## config.mk

```make
export PLATFORM = sky130hd
export DESIGN_NAME = adder_arbiter
export DESIGN_NICKNAME = d
export VERILOG_FILES = /design/src/rtl/adder_arbiter_pkg.sv /design/src/rtl/adder_arbiter_rr_arbiter.sv /design/src/rtl/adder_arbiter.sv
export SDC_FILE = /design/constraint.sdc
export NUM_CORES = 1
export LEC_CHECK = 0
export BUFFER_PORTS_ARGS = -buffer_cell sky130_fd_sc_hd__buf_4
export CAP_MARGIN = 5
export CORE_UTILIZATION = 48
export CTS_CLUSTER_DIAMETER = 80
export DETAILED_ROUTE_END_ITERATION = 10
export PLACE_DENSITY = 0.79
export RECOVER_POWER = 100
export SYNTH_ARGS = -nofsm -noshare
export SYNTH_HDL_FRONTEND = slang
export SYNTH_SLANG_ARGS = --single-unit
```

## constraint.sdc

```tcl
create_clock -name clk -period 3.3 [get_ports clk]
set_clock_uncertainty 0.05 [all_clocks]
set_input_delay 0.165 -clock clk [delete_from_list [all_inputs] [get_ports clk]]
set_output_delay 0.165 -clock clk [all_outputs]
set_load 0.005 [all_outputs]
```

## src/rtl/adder_arbiter_pkg.sv

```systemverilog
// rtl/adder_arbiter_pkg.sv - shared defaults, result type and round-robin search helper
package adder_arbiter_pkg;

    localparam int N_DEF       = 9;
    localparam int NUM_REQ_DEF = 4;
    localparam int CNT_W_DEF   = 16;
    localparam int ID_W_DEF    = $clog2(NUM_REQ_DEF);

    typedef struct packed {
        logic [N_DEF-1:0]    sum;
        logic                carry;
        logic [ID_W_DEF-1:0] id;
    } result_t;

    typedef struct packed {
        logic       found;
        logic [7:0] idx;
    } pick_t;

    // First valid requester strictly after ptr, wrapping; ptr itself is tried last.
    function automatic pick_t rr_pick(input logic [31:0] valid,
                                      input logic [31:0] ptr,
                                      input int unsigned num_req);
        pick_t       r;
        int unsigned idx;
        r = '0;
        for (int unsigned k = 1; k <= 32; k++) begin
            idx = ptr + k;
            if (idx >= num_req) begin
                idx = idx - num_req;
            end
            if (k <= num_req && !r.found && valid[idx[4:0]]) begin
                r.found = 1'b1;
                r.idx   = 8'(idx);
            end
        end
        return r;
    endfunction

endpackage

```

## src/rtl/adder_arbiter_rr_arbiter.sv

```systemverilog
// rtl/adder_arbiter_rr_arbiter.sv - round-robin grant search with last-winner pointer
module rr_arbiter
    import adder_arbiter_pkg::*;
#(
    parameter int NUM_REQ = NUM_REQ_DEF,
    parameter int ID_W    = $clog2(NUM_REQ)
) (
    input  logic               clk,
    input  logic               rst,
    input  logic [NUM_REQ-1:0] valid,
    input  logic               update,
    output logic [ID_W-1:0]    grant,
    output logic               found
);

    logic [ID_W-1:0] ptr;
    pick_t           pick;

    always_comb begin
        pick = rr_pick(32'(valid), 32'(ptr), NUM_REQ);
    end

    assign grant = ID_W'(pick.idx);
    assign found = pick.found;

    // Pointer moves only on an accepted request, so a stalled grant keeps priority.
    always_ff @(posedge clk or posedge rst) begin
        if (rst) begin
            ptr <= ID_W'(NUM_REQ - 1);
        end else if (update) begin
            ptr <= grant;
        end
    end

endmodule

```

## src/rtl/adder_arbiter.sv

```systemverilog
// rtl/adder_arbiter.sv - round-robin shared adder with two-stage backpressured pipeline
module adder_arbiter
    import adder_arbiter_pkg::*;
#(
    parameter int N       = N_DEF,
    parameter int NUM_REQ = NUM_REQ_DEF,
    parameter int ID_W    = $clog2(NUM_REQ),
    parameter int CNT_W   = CNT_W_DEF
) (
    input  logic                 clk,
    input  logic                 rst,
    input  logic [NUM_REQ-1:0]   req_valid,
    output logic [NUM_REQ-1:0]   req_ready,
    input  logic [NUM_REQ*N-1:0] req_a,
    input  logic [NUM_REQ*N-1:0] req_b,
    output logic                 rsp_valid,
    input  logic                 rsp_ready,
    output logic [N-1:0]         rsp_sum,
    output logic                 rsp_carry,
    output logic [ID_W-1:0]      rsp_id,
    output logic [CNT_W-1:0]     op_count
);

    logic            op_valid;
    logic [N-1:0]    op_a;
    logic [N-1:0]    op_b;
    logic [ID_W-1:0] op_id;

    logic            s2_load;
    logic            s1_free;
    logic            hs;
    logic [ID_W-1:0] grant;
    logic            found;
    logic [N-1:0]    sel_a;
    logic [N-1:0]    sel_b;
    logic [N:0]      sum_full;

    assign s2_load = op_valid & (~rsp_valid | rsp_ready);
    assign s1_free = ~op_valid | s2_load;
    assign hs      = found & s1_free;

    rr_arbiter #(
        .NUM_REQ (NUM_REQ),
        .ID_W    (ID_W)
    ) u_rr (
        .clk    (clk),
        .rst    (rst),
        .valid  (req_valid),
        .update (hs),
        .grant  (grant),
        .found  (found)
    );

    always_comb begin
        req_ready = '0;
        for (int i = 0; i < NUM_REQ; i++) begin
            req_ready[i] = hs && (grant == ID_W'(i));
        end
    end

    always_comb begin
        sel_a = req_a[int'(grant)*N +: N];
        sel_b = req_b[int'(grant)*N +: N];
    end

    // Full-width add so the carry is taken from bit N, never from a truncated sum.
    assign sum_full = {1'b0, op_a} + {1'b0, op_b};

    always_ff @(posedge clk or posedge rst) begin
        if (rst) begin
            op_valid <= 1'b0;
            op_a     <= '0;
            op_b     <= '0;
            op_id    <= '0;
        end else if (hs) begin
            op_valid <= 1'b1;
            op_a     <= sel_a;
            op_b     <= sel_b;
            op_id    <= grant;
        end else if (s2_load) begin
            op_valid <= 1'b0;
        end
    end

    always_ff @(posedge clk or posedge rst) begin
        if (rst) begin
            rsp_valid <= 1'b0;
            rsp_sum   <= '0;
            rsp_carry <= 1'b0;
            rsp_id    <= '0;
        end else if (s2_load) begin
            rsp_valid <= 1'b1;
            rsp_sum   <= sum_full[N-1:0];
            rsp_carry <= sum_full[N];
            rsp_id    <= op_id;
        end else if (rsp_ready) begin
            rsp_valid <= 1'b0;
        end
    end

    always_ff @(posedge clk or posedge rst) begin
        if (rst) begin
            op_count <= '0;
        end else if (rsp_valid && rsp_ready && (op_count != {CNT_W{1'b1}})) begin
            op_count <= op_count + CNT_W'(1);
        end
    end

endmodule

```

==> flow_summary.yaml, run 1 <==
outcome:
  outcome: "complete, but fails checks"
  failed_checks: "max-capacitance violations, max-slew violations"
setup_path:
  rrSetupSlack_ns: 0.22
  critPathKind: "register to output port"
  cp_max_fo: 11
  cp_data_arrival_time_ns: 2.94
  ff2ff_path_depth: 8
  end_kind: "output port"
  required_ns: 3.08
  startpoint_type: "register"
clock_tree:
  clock_sinks: 52
  cts_buffers: 5
  cts_hold_buf: 0
  clkLatencyLatePin_ns: 0.30
  cts_htree_levels: 2
  clkTransAtPathRegs_ns: 0.09
  cts_buffer_depth: 2
  root_buffer: "clkbuf_8"
  cts_tree: "yes"
synthesis:
  netlist_instances: 414
  ys_warn_count: 0
  ys_ff_latch: 52
  synth_edf_count: 0
  synthArstFlopShare_pct: 100.0
  syn_nets: 509
  seq_area_frac_synth_pct: 33.91
  dominantRegCellSynth: "dfrtp_1"
  avgSynthCellArea_um2: 9.287
  synth_area_um2: 3845
  synth_cell_types: 55
floorplanning:
  die_area_um2: 8372
  fp.dieH_um: 91.50
  num_rows: 32
  die-width_um: 91.50
  core_area_um2: 7727
  ios: 112
  initial_core_util_pct: 49.76
sta:
  slew_viol_final: 53
  hold_viol_final: 0
  slew_headroom_pct: -28.75
  fin_tns_setup_ns: 0
  rsz0062_at_grt: "false"
  fmax_mhz: 316.9
  setup_violations: 0
  min_period_over_period_pct: 95.63
  tightestPinTransition_ns: 1.929
  period_needed_ns: 3.156
final_layout:
  fin_util_pct: 63.41
  syn2layout_area_growth_pct: 27.43
  layout_common_cells: "buf_4 (93), dfrtp_1 (50), a211oi_1 (35)"
  final_common_cell: "buf_4"
  fillers: 631
  nets: 608
  num_antenna_cells: 0
  drive_gt1_share_pct: 31.32
worst_hold_path:
  worstHoldPathCells: 3
  min_path_type: "input port to register"
global_routing:
  grt_use_total_pct: 25.86
  grt_pass1_wl_um: 17460
  grt_max_degree: 53
  first_global_vias: 3601
  grt_overflow: 0
  antenna_found_initial: 0
power_and_ir_drop:
  peakVddDrop_uv: 638.0
  power_per_cell_area_nw_per_um2: 1144
  power_leakage_nw: 2.118
drt:
  firstDrtPassIters: 4
  drc: 0
  drt-total-wl_um: 10600
  ant_nets: 0
  vias: 3702
  viasPerCell: 6.010
  first_iter_violations: 198
  wl_per_cell_um: 17.21
job:
  cap_violations: 1
placed_design:
  gp_congestion: 0.8237
  portBuffers: 111
  dp_hpwl_um: 7868
==> stage by stage <==
step	setup WS [ns]	cells	cell area [um2]	hold slack (ns)	power, mW
after detailed placement	0.1455	602	4731	0.3865	5.038
after CTS	0.01421	615	4883	0.06979	5.575
after global routing	0.02053	616	4900	0.06201	6.087
after floorplan	0.002375	414	3881	0.2792	4.113
final	0.1441	616	4900	0.07585	5.603
after global placement	0.2467	602	4731	0.3713	4.894
==> worst paths after layout <==
kind	to	start
worst max-delay path	req_ready[1]	u_rr.ptr[1]
worst min-delay path	op_a[8]	req_a[8]
worst max register to register	op_a[7]	u_rr.ptr[1]
worst min register to register	rsp_sum[6]	rsp_sum[6]
max in group asynchronous	op_a[4]	rst
min in group asynchronous	rsp_sum[5]	rst
==> power breakdown <==
part | switching, mW | internal [mW]
registers | 0.185 | 0.934
clock network | 0.212 | 0.225
logic | 2.32 | 1.73
total | 2.71 | 2.89
==> per-layer routing <==
layer	track usage, %	vias up	routed length (um)
met2	41.92	149	5032
met1	35.26	1744	4629
met4	9.259	0	304
met5	0	-	0
met3	3.434	24	636
li1	-	1785	-
==> critical path, cell delays in order (launching register included) <==
cell,delay (ns)
dfstp_2,0.54
inv_1,0.10
ha_4,0.31
mux4_2,0.35
a21bo_1,0.23
a211o_2,0.45
mux2_4,0.40
nor2_1,0.11
clkbuf_4,0.13
==> cell usage after synthesis (9+ instances only) <==
cell      instances  area (um2)
mux2i_1          17       170.2
nand4_1           9       56.30
clkbuf_1         16       60.06
inv_1            11       41.29
xnor2_1          14       122.6
a31oi_1          13       81.33
a21oi_1           9       45.04
a211oi_1         37       277.8
nand2_1          26       97.59
ha_1             15       187.7
o21ai_0          24       120.1
nand3b_1         18       135.1
nor2_1           23       86.33
dfrtp_1          50        1251
or3_1            11       68.82
==> flip-flops by register name, indices dropped and copies added (netlist names) <==
signal	cells
op_count	16
rsp_sum	9
rsp_carry	1
op_valid	1
rsp_id	2
u_rr.ptr	2
rsp_valid	1
op_id	2
op_a	9
op_b	9
==> cell type report <==
type	instances	area [um2]	share of cell area (%)
Multi-Input combinational cell	316	2366	48.29
Sequential cell	52	1304	26.61
Timing Repair Buffer	127	949.7	19.38
Tap cell	102	127.6	2.605
Clock buffer	5	68.82	1.404
Clock inverter	3	42.54	0.8682
Inverter	11	41.29	0.8427
==> logic make-up (layout without fill, tap and decap cells) <==
| group | Yosys count | count (layout) | synth area share, % |
|---|---|---|---|
| compound gates | 133 | 133 | 24.96 |
| xor+xnor | 18 | 18 | 4.100 |
| fa+ha+maj | 16 | 16 | 5.402 |
| buf+inv | 47 | 146 | 5.922 |
| flops | 52 | 52 | 33.91 |
| mux | 29 | 30 | 8.916 |
| simple gates | 119 | 119 | 16.79 |
==> timing repair <==
| item | 4_1_cts | 5_1_grt |
|---|---|---|
| pin swaps | 1 | 0 |
| resized for setup | 0 | 3 |
| cloned | 1 | 0 |
| setup endpoints to repair | 3 | 5 |
| setup buffers | 4 | 1 |
Note: power is estimated with default switching activity, not from simulation.
==> inputs of run 2 (changes only) <==
Settings changed: ABC_AREA from default to 1, CORE_MARGIN from default to 2, CORE_UTILIZATION 48 to 47, PLACE_DENSITY 0.79 to default, PLACE_DENSITY_LB_ADDON from default to 0.2.
==> flow_summary.yaml, run 2 <==
setup_path:
  crit_chain: "inv_1 > ha_1 > inv_1 > nand3_1 > nand3_2 > nand2_1 > nor2_1 > nand2_1 > nand2_4 > nor2_1 > inv_1 > nor2_1 > clkbuf_4"
  critPathKind: "register to output port"
  required_ns: 3.08
  end_kind: "output port"
  slowest_delay_ns: 0.62
  cp_data_arrival_time_ns: 2.85
  cp_max_fo: 27
  slowest_stage: "dfstp_2"
  startpoint_type: "register"
drt:
  first_iter_violations: 134
  vias: 3532
  viasPerCell: 4.865
  ant_nets: 0
  wl_per_cell_um: 11.76
  firstDrtPassIters: 4
  drt-total-wl_um: 8537
  drc: 0
power_and_ir_drop:
  combPwrFrac_pct: 71.4
  switching_share_pct: 52.85
  power_leakage_nw: 2.668
  p_switching_mw: 2.827
  pwr-share-seq_pct: 21.5
  power_mw: 5.349
  power_per_cell_area_nw_per_um2: 1177
  power.internal_mw: 2.522
  clkPwrFrac_pct: 7.0
  peakVddDrop_uv: 763.9
synthesis:
  synthTopCellsByArea: "dfrtp_1 (35%), nand2_1 (20%), nand3_1 (10%)"
  synth_top_area_share_pct: 35.20
  synth_cell_types: 33
  avgSynthCellArea_um2: 6.810
  synth_area_um2: 3555
  synthArstFlopShare_pct: 100.0
  synth_most_common_cell: "nand2_1"
  netlist_instances: 522
  ys_ff_latch: 52
  netlist_top_cells_count: "nand2_1 (193), inv_1 (74), nand3_1 (71)"
  synth_edf_count: 0
  syn_nets: 617
  seq_area_frac_synth_pct: 36.68
  yosys.area.top_type: "dfrtp_1"
  ys_warn_count: 0
  dominantRegCellSynth: "dfrtp_1"
global_routing:
  grt_use_total_pct: 21.03
  grt_pass1_wl_um: 14720
  first_global_vias: 3420
  grt_max_degree: 53
  grt_overflow: 0
  antenna_found_initial: 0
final_layout:
  fin_cells: 726
  largest_reg_flops: 16
  syn2layout_area_growth_pct: 27.84
  nets: 721
  fillers: 691
  num_antenna_cells: 0
  top_register: "op_count"
  drive_gt1_share_pct: 21.21
  layout_common_cells: "nand2_1 (193), buf_4 (81), inv_1 (75)"
  fin_util_pct: 62.32
  final_common_cell: "nand2_1"
placed_design:
  portBuffers: 111
  gp_congestion: 0.8662
  dp_hpwl_um: 6803
  placed_cells: 718
floorplanning:
  die-width_um: 90.97
  die_area_um2: 8275
  core_area_um2: 7292
  initial_core_util_pct: 48.75
  ios: 112
  num_rows: 31
  fp.dieH_um: 90.97
clock_tree:
  clkTransAtPathRegs_ns: 0.09
  cts_hold_buf: 0
  clkLatencyLatePin_ns: 0.30
  ctsResizeCount: 0
  cts_tree: "yes"
  post_cts_buffers: 0
  clock_sinks: 52
  cts_htree_levels: 2
  cts_buffer_depth: 2
  cts_buffers: 5
  root_buffer: "clkbuf_8"
sta:
  period_needed_ns: 3.066
  setup_violations: 0
  min_period_over_period_pct: 92.90
  slew_viol_final: 53
  slew_headroom_pct: -26.48
  fin_tns_setup_ns: 0
  fmax_mhz: 326.2
  hold_viol_final: 0
  tightestPinTransition_ns: 1.895
  hold_ws_ns: 0.09654
  rsz0062_at_grt: "false"
worst_hold_path:
  min_path_type: "input port to register"
job:
  cap_violations: 1
outcome:
  failed_checks: "max-capacitance violations, max-slew violations"
  outcome: "complete, but fails checks"
==> run 2: cell types whose count changed after synthesis, sizes merged, moves of 9 or more <==
cell | before | now
a31oi | 13 | 3
a211oi | 37 | 0
or3 | 11 | 0
inv | 11 | 77
nand3 | 7 | 73
clkbuf | 16 | 6
mux2i | 18 | 0
nand3b | 18 | 0
nand2 | 26 | 195
o21ai | 24 | 11
mux2 | 9 | 0
==> run 2: path summary, 6_finish.rpt <==
check	startpoint	end	slack (ns)	cells after the start
worst min-delay path	req_a[35]	op_a[8]	0.1	3
worst max register to register	u_rr.ptr[1]	op_b[2]	0.44	15
max in group asynchronous	rst	rsp_id[0]	1.67	2
worst min register to register	op_valid	rsp_valid	0.43	2
worst max-delay path	u_rr.ptr[1]	req_ready[1]	0.23	13
min in group asynchronous	rst	rsp_sum[5]	0.43	2
==> run 2: power groups by stage <==
stage	Clock, mW	Sequential (mW)	Combinational, mW
3_5_place_dp	0	1.17	3.81
6_report	0.376	1.15	3.82
3_3_place_gp	0	1.16	3.76
2_1_floorplan	0	1.12	2.91
5_1_grt	0.409	1.19	4.42
4_1_cts	0.382	1.16	3.84
==> run 2: logic make-up (layout without fill, tap and decap cells) <==
| family | Yosys count | after routing | share of synthesized area [%] |
|---|---|---|---|
| adder cells (fa/ha/maj) | 16 | 16 | 5.843 |
| XOR/XNOR | 18 | 18 | 4.435 |
| flip-flops | 52 | 52 | 36.68 |
| AND/OR/NAND/NOR | 309 | 309 | 36.89 |
| buffers and inverters | 95 | 200 | 10.84 |
| AO/OA/AOI/OAI | 32 | 32 | 5.315 |
==> run 2: through the flow <==
| stage | setup slack (ns) | instance area [um2] |
|---|---|---|
| 2_1_floorplan | 0.9766 | 3555 |
| 3_3_place_gp | 0.6193 | 4446 |
| 3_5_place_dp | 0.4771 | 4446 |
| 4_1_cts | 0.09558 | 4539 |
| 5_1_grt | 0.03333 | 4544 |
| 6_report | 0.2342 | 4544 |
==> run 2: layout make-up <==
cell class / instances / area [um2] / area share (%)
multi-input cells: 375 / 1871 / 41.16
clock buffers: 7 / 86.33 / 1.900
clock inverters: 1 / 7.507 / 0.1652
well taps: 99 / 123.9 / 2.726
flip-flops and latches: 52 / 1304 / 28.69
inverters: 77 / 289.0 / 6.360
repair buffers: 115 / 863.3 / 19.00
==> run 2: worst max-delay path: cells and delay by family (launching register included) <==
kind / cells / cell delay (ns)
flip-flops: 1 / 0.62
AND/OR/NAND/NOR: 8 / 1.02
adder cells (fa/ha/maj): 1 / 0.38
buffers and inverters: 4 / 0.51
==> run 2: routing by layer <==
metal / wire length (um) / track usage, % / share of wire [%] / vias to the layer above
li1: - / - / - / 1841
met1: 4005 / 28.99 / 47 / 1552
met2: 3940 / 35.06 / 46 / 124
met3: 445 / 2.822 / 5.2 / 15
met4: 146 / 5.177 / 1.7 / 0
met5: 0 / 0 / 0 / -
==> inputs of run 3 (changes only) <==
Settings changed: ABC_AREA 1 to default, CORE_UTILIZATION 47 to 48.
==> flow_summary.yaml, run 3 (synthesis results as in run 1) <==
setup_path:
  startpoint_type: "register"
  required_ns: 3.08
  cp_data_arrival_time_ns: 2.95
  slowest_delay_ns: 0.58
  critical_path.startpoint: "u_rr.ptr[1]"
  critPathKind: "register to output port"
  cp_max_fo: 15
  crit_chain: "inv_1 > ha_4 > mux4_2 > a211oi_2 > o2111ai_2 > a221o_2 > buf_6 > nor2_1 > buf_4"
  end_kind: "output port"
  timing.rr.start: "u_rr.ptr[1]"
  slowest_stage: "dfstp_2"
floorplanning:
  fp.dieH_um: 93.50
  die-width_um: 93.50
  die_area_um2: 8742
  initial_core_util_pct: 49.76
  num_rows: 32
  ios: 112
  core_area_um2: 7727
drt:
  drc: 0
  drt-total-wl_um: 10410
  first_iter_violations: 153
  ant_nets: 0
  viasPerCell: 6.010
  wl_per_cell_um: 16.85
  vias: 3714
  firstDrtPassIters: 5
final_layout:
  fillers: 691
  largest_reg_flops: 16
  drive_gt1_share_pct: 31.98
  top_register: "op_count"
  final_cell_area_um2: 4902
  final_common_cell: "buf_4"
  num_antenna_cells: 0
  syn2layout_area_growth_pct: 27.50
  fin_cells: 618
  layout_common_cells: "buf_4 (96), dfrtp_1 (50), a211oi_1 (35)"
  nets: 610
clock_tree:
  clkLatencyLatePin_ns: 0.31
  cts_htree_levels: 2
  cts_hold_buf: 0
  cts_buffer_depth: 2
  cts_buffers: 5
  root_buffer: "clkbuf_8"
  cts_tree: "yes"
  clock_sinks: 52
  clkTransAtPathRegs_ns: 0.11
global_routing:
  first_global_vias: 3357
  grt_use_total_pct: 23.91
  grt_overflow: 0
  grt_pass1_wl_um: 16750
  antenna_found_initial: 0
  grt_max_degree: 53
power_and_ir_drop:
  clkPwrFrac_pct: 7.0
  power.internal_mw: 2.853
  pwr-share-seq_pct: 20.5
  p_switching_mw: 2.678
  power_leakage_nw: 2.127
  peakVddDrop_uv: 733.7
  switching_share_pct: 48.42
  combPwrFrac_pct: 72.6
  power_per_cell_area_nw_per_um2: 1128
outcome:
  outcome: "complete, but fails checks"
  failed_checks: "max-capacitance violations, max-slew violations"
sta:
  hold_viol_final: 0
  rsz0062_at_grt: "false"
  min_period_over_period_pct: 95.94
  setup_violations: 0
  period_needed_ns: 3.166
  tightestPinTransition_ns: 1.938
  hold_ws_ns: 0.07037
  slew_headroom_pct: -29.22
  fmax_mhz: 315.9
  slew_viol_final: 53
  fin_tns_setup_ns: 0
placed_design:
  portBuffers: 111
  post_dp_cell_area_um2: 4731
  gp_congestion: 0.8789
  placed_cells: 602
  dp_hpwl_um: 7692
job:
  cap_violations: 1
worst_hold_path:
  min_from: "req_a[8]"
  min_path_type: "input port to register"
==> run 3: timing repair <==
item | in CTS | in global routing
pin swaps | 0 | 3
gates resized for setup | 1 | 3
endpoints found under the hold margin | 0 | 0
setup buffers | 3 | 5
setup endpoints to repair | 2 | 3
==> run 3: metal layers <==
metal | share of wire (%) | wire [um] | track usage (%)
met5 | 0 | 0 | 0
met4 | 1.1 | 116 | 5.515
met3 | 6.9 | 717 | 2.981
met2 | 48 | 4973 | 36.75
met1 | 44 | 4604 | 35.86
==> run 3: path summary, 6_finish.rpt <==
| kind | slack [ns] | depth (start not counted) | end |
|---|---|---|---|
| setup / recovery | 0.13 | 9 | req_ready[3] |
| hold / removal | 0.07 | 3 | op_a[8] |
| setup reg to reg | 0.22 | 9 | op_b[8] |
| hold reg to reg | 0.43 | 2 | rsp_sum[1] |
| max in group asynchronous | 1.63 | 2 | op_a[2] |
| min in group asynchronous | 0.43 | 2 | rsp_carry |
==> run 3: layout make-up <==
type	instances	area (um2)	area share (%)
flip-flops and latches	52	1304	26.60
repair buffers	130	992.2	20.24
clock buffers	5	68.82	1.404
inverters	11	41.29	0.8423
well taps	102	127.6	2.603
clock inverters	3	25.02	0.5105
multi-input cells	315	2344	47.81
==> run 3: critical path: cells and delay by family (launching register included) <==
| kind | cells | cell delay [ns] |
|---|---|---|
| compound gates | 3 | 0.88 |
| fa+ha+maj | 1 | 0.31 |
| buf+inv | 3 | 0.41 |
| flops | 1 | 0.58 |
| mux | 1 | 0.35 |
| simple gates | 1 | 0.11 |
==> run 3: power by group through the flow <==
stage / Sequential (mW) / Combinational, mW / Clock (mW)
floorplan: 1.11 / 3.01 / 0
global placement: 1.16 / 3.78 / 0
detailed placement: 1.18 / 3.84 / 0
CTS: 1.14 / 3.94 / 0.390
global route: 1.17 / 4.45 / 0.416
finish: 1.13 / 4.01 / 0.386
==> run 3: metrics by stage <==
stage               utilization (%)  total power [mW]  setup slack [ns]
finish                        63.44             5.532            0.1341
global route                  63.44             6.033          0.005310
CTS                           62.90             5.468           0.01261
detailed placement            61.22             5.021            0.2640
global placement              61.22             4.943            0.3409
floorplan                         -             4.113          0.002375
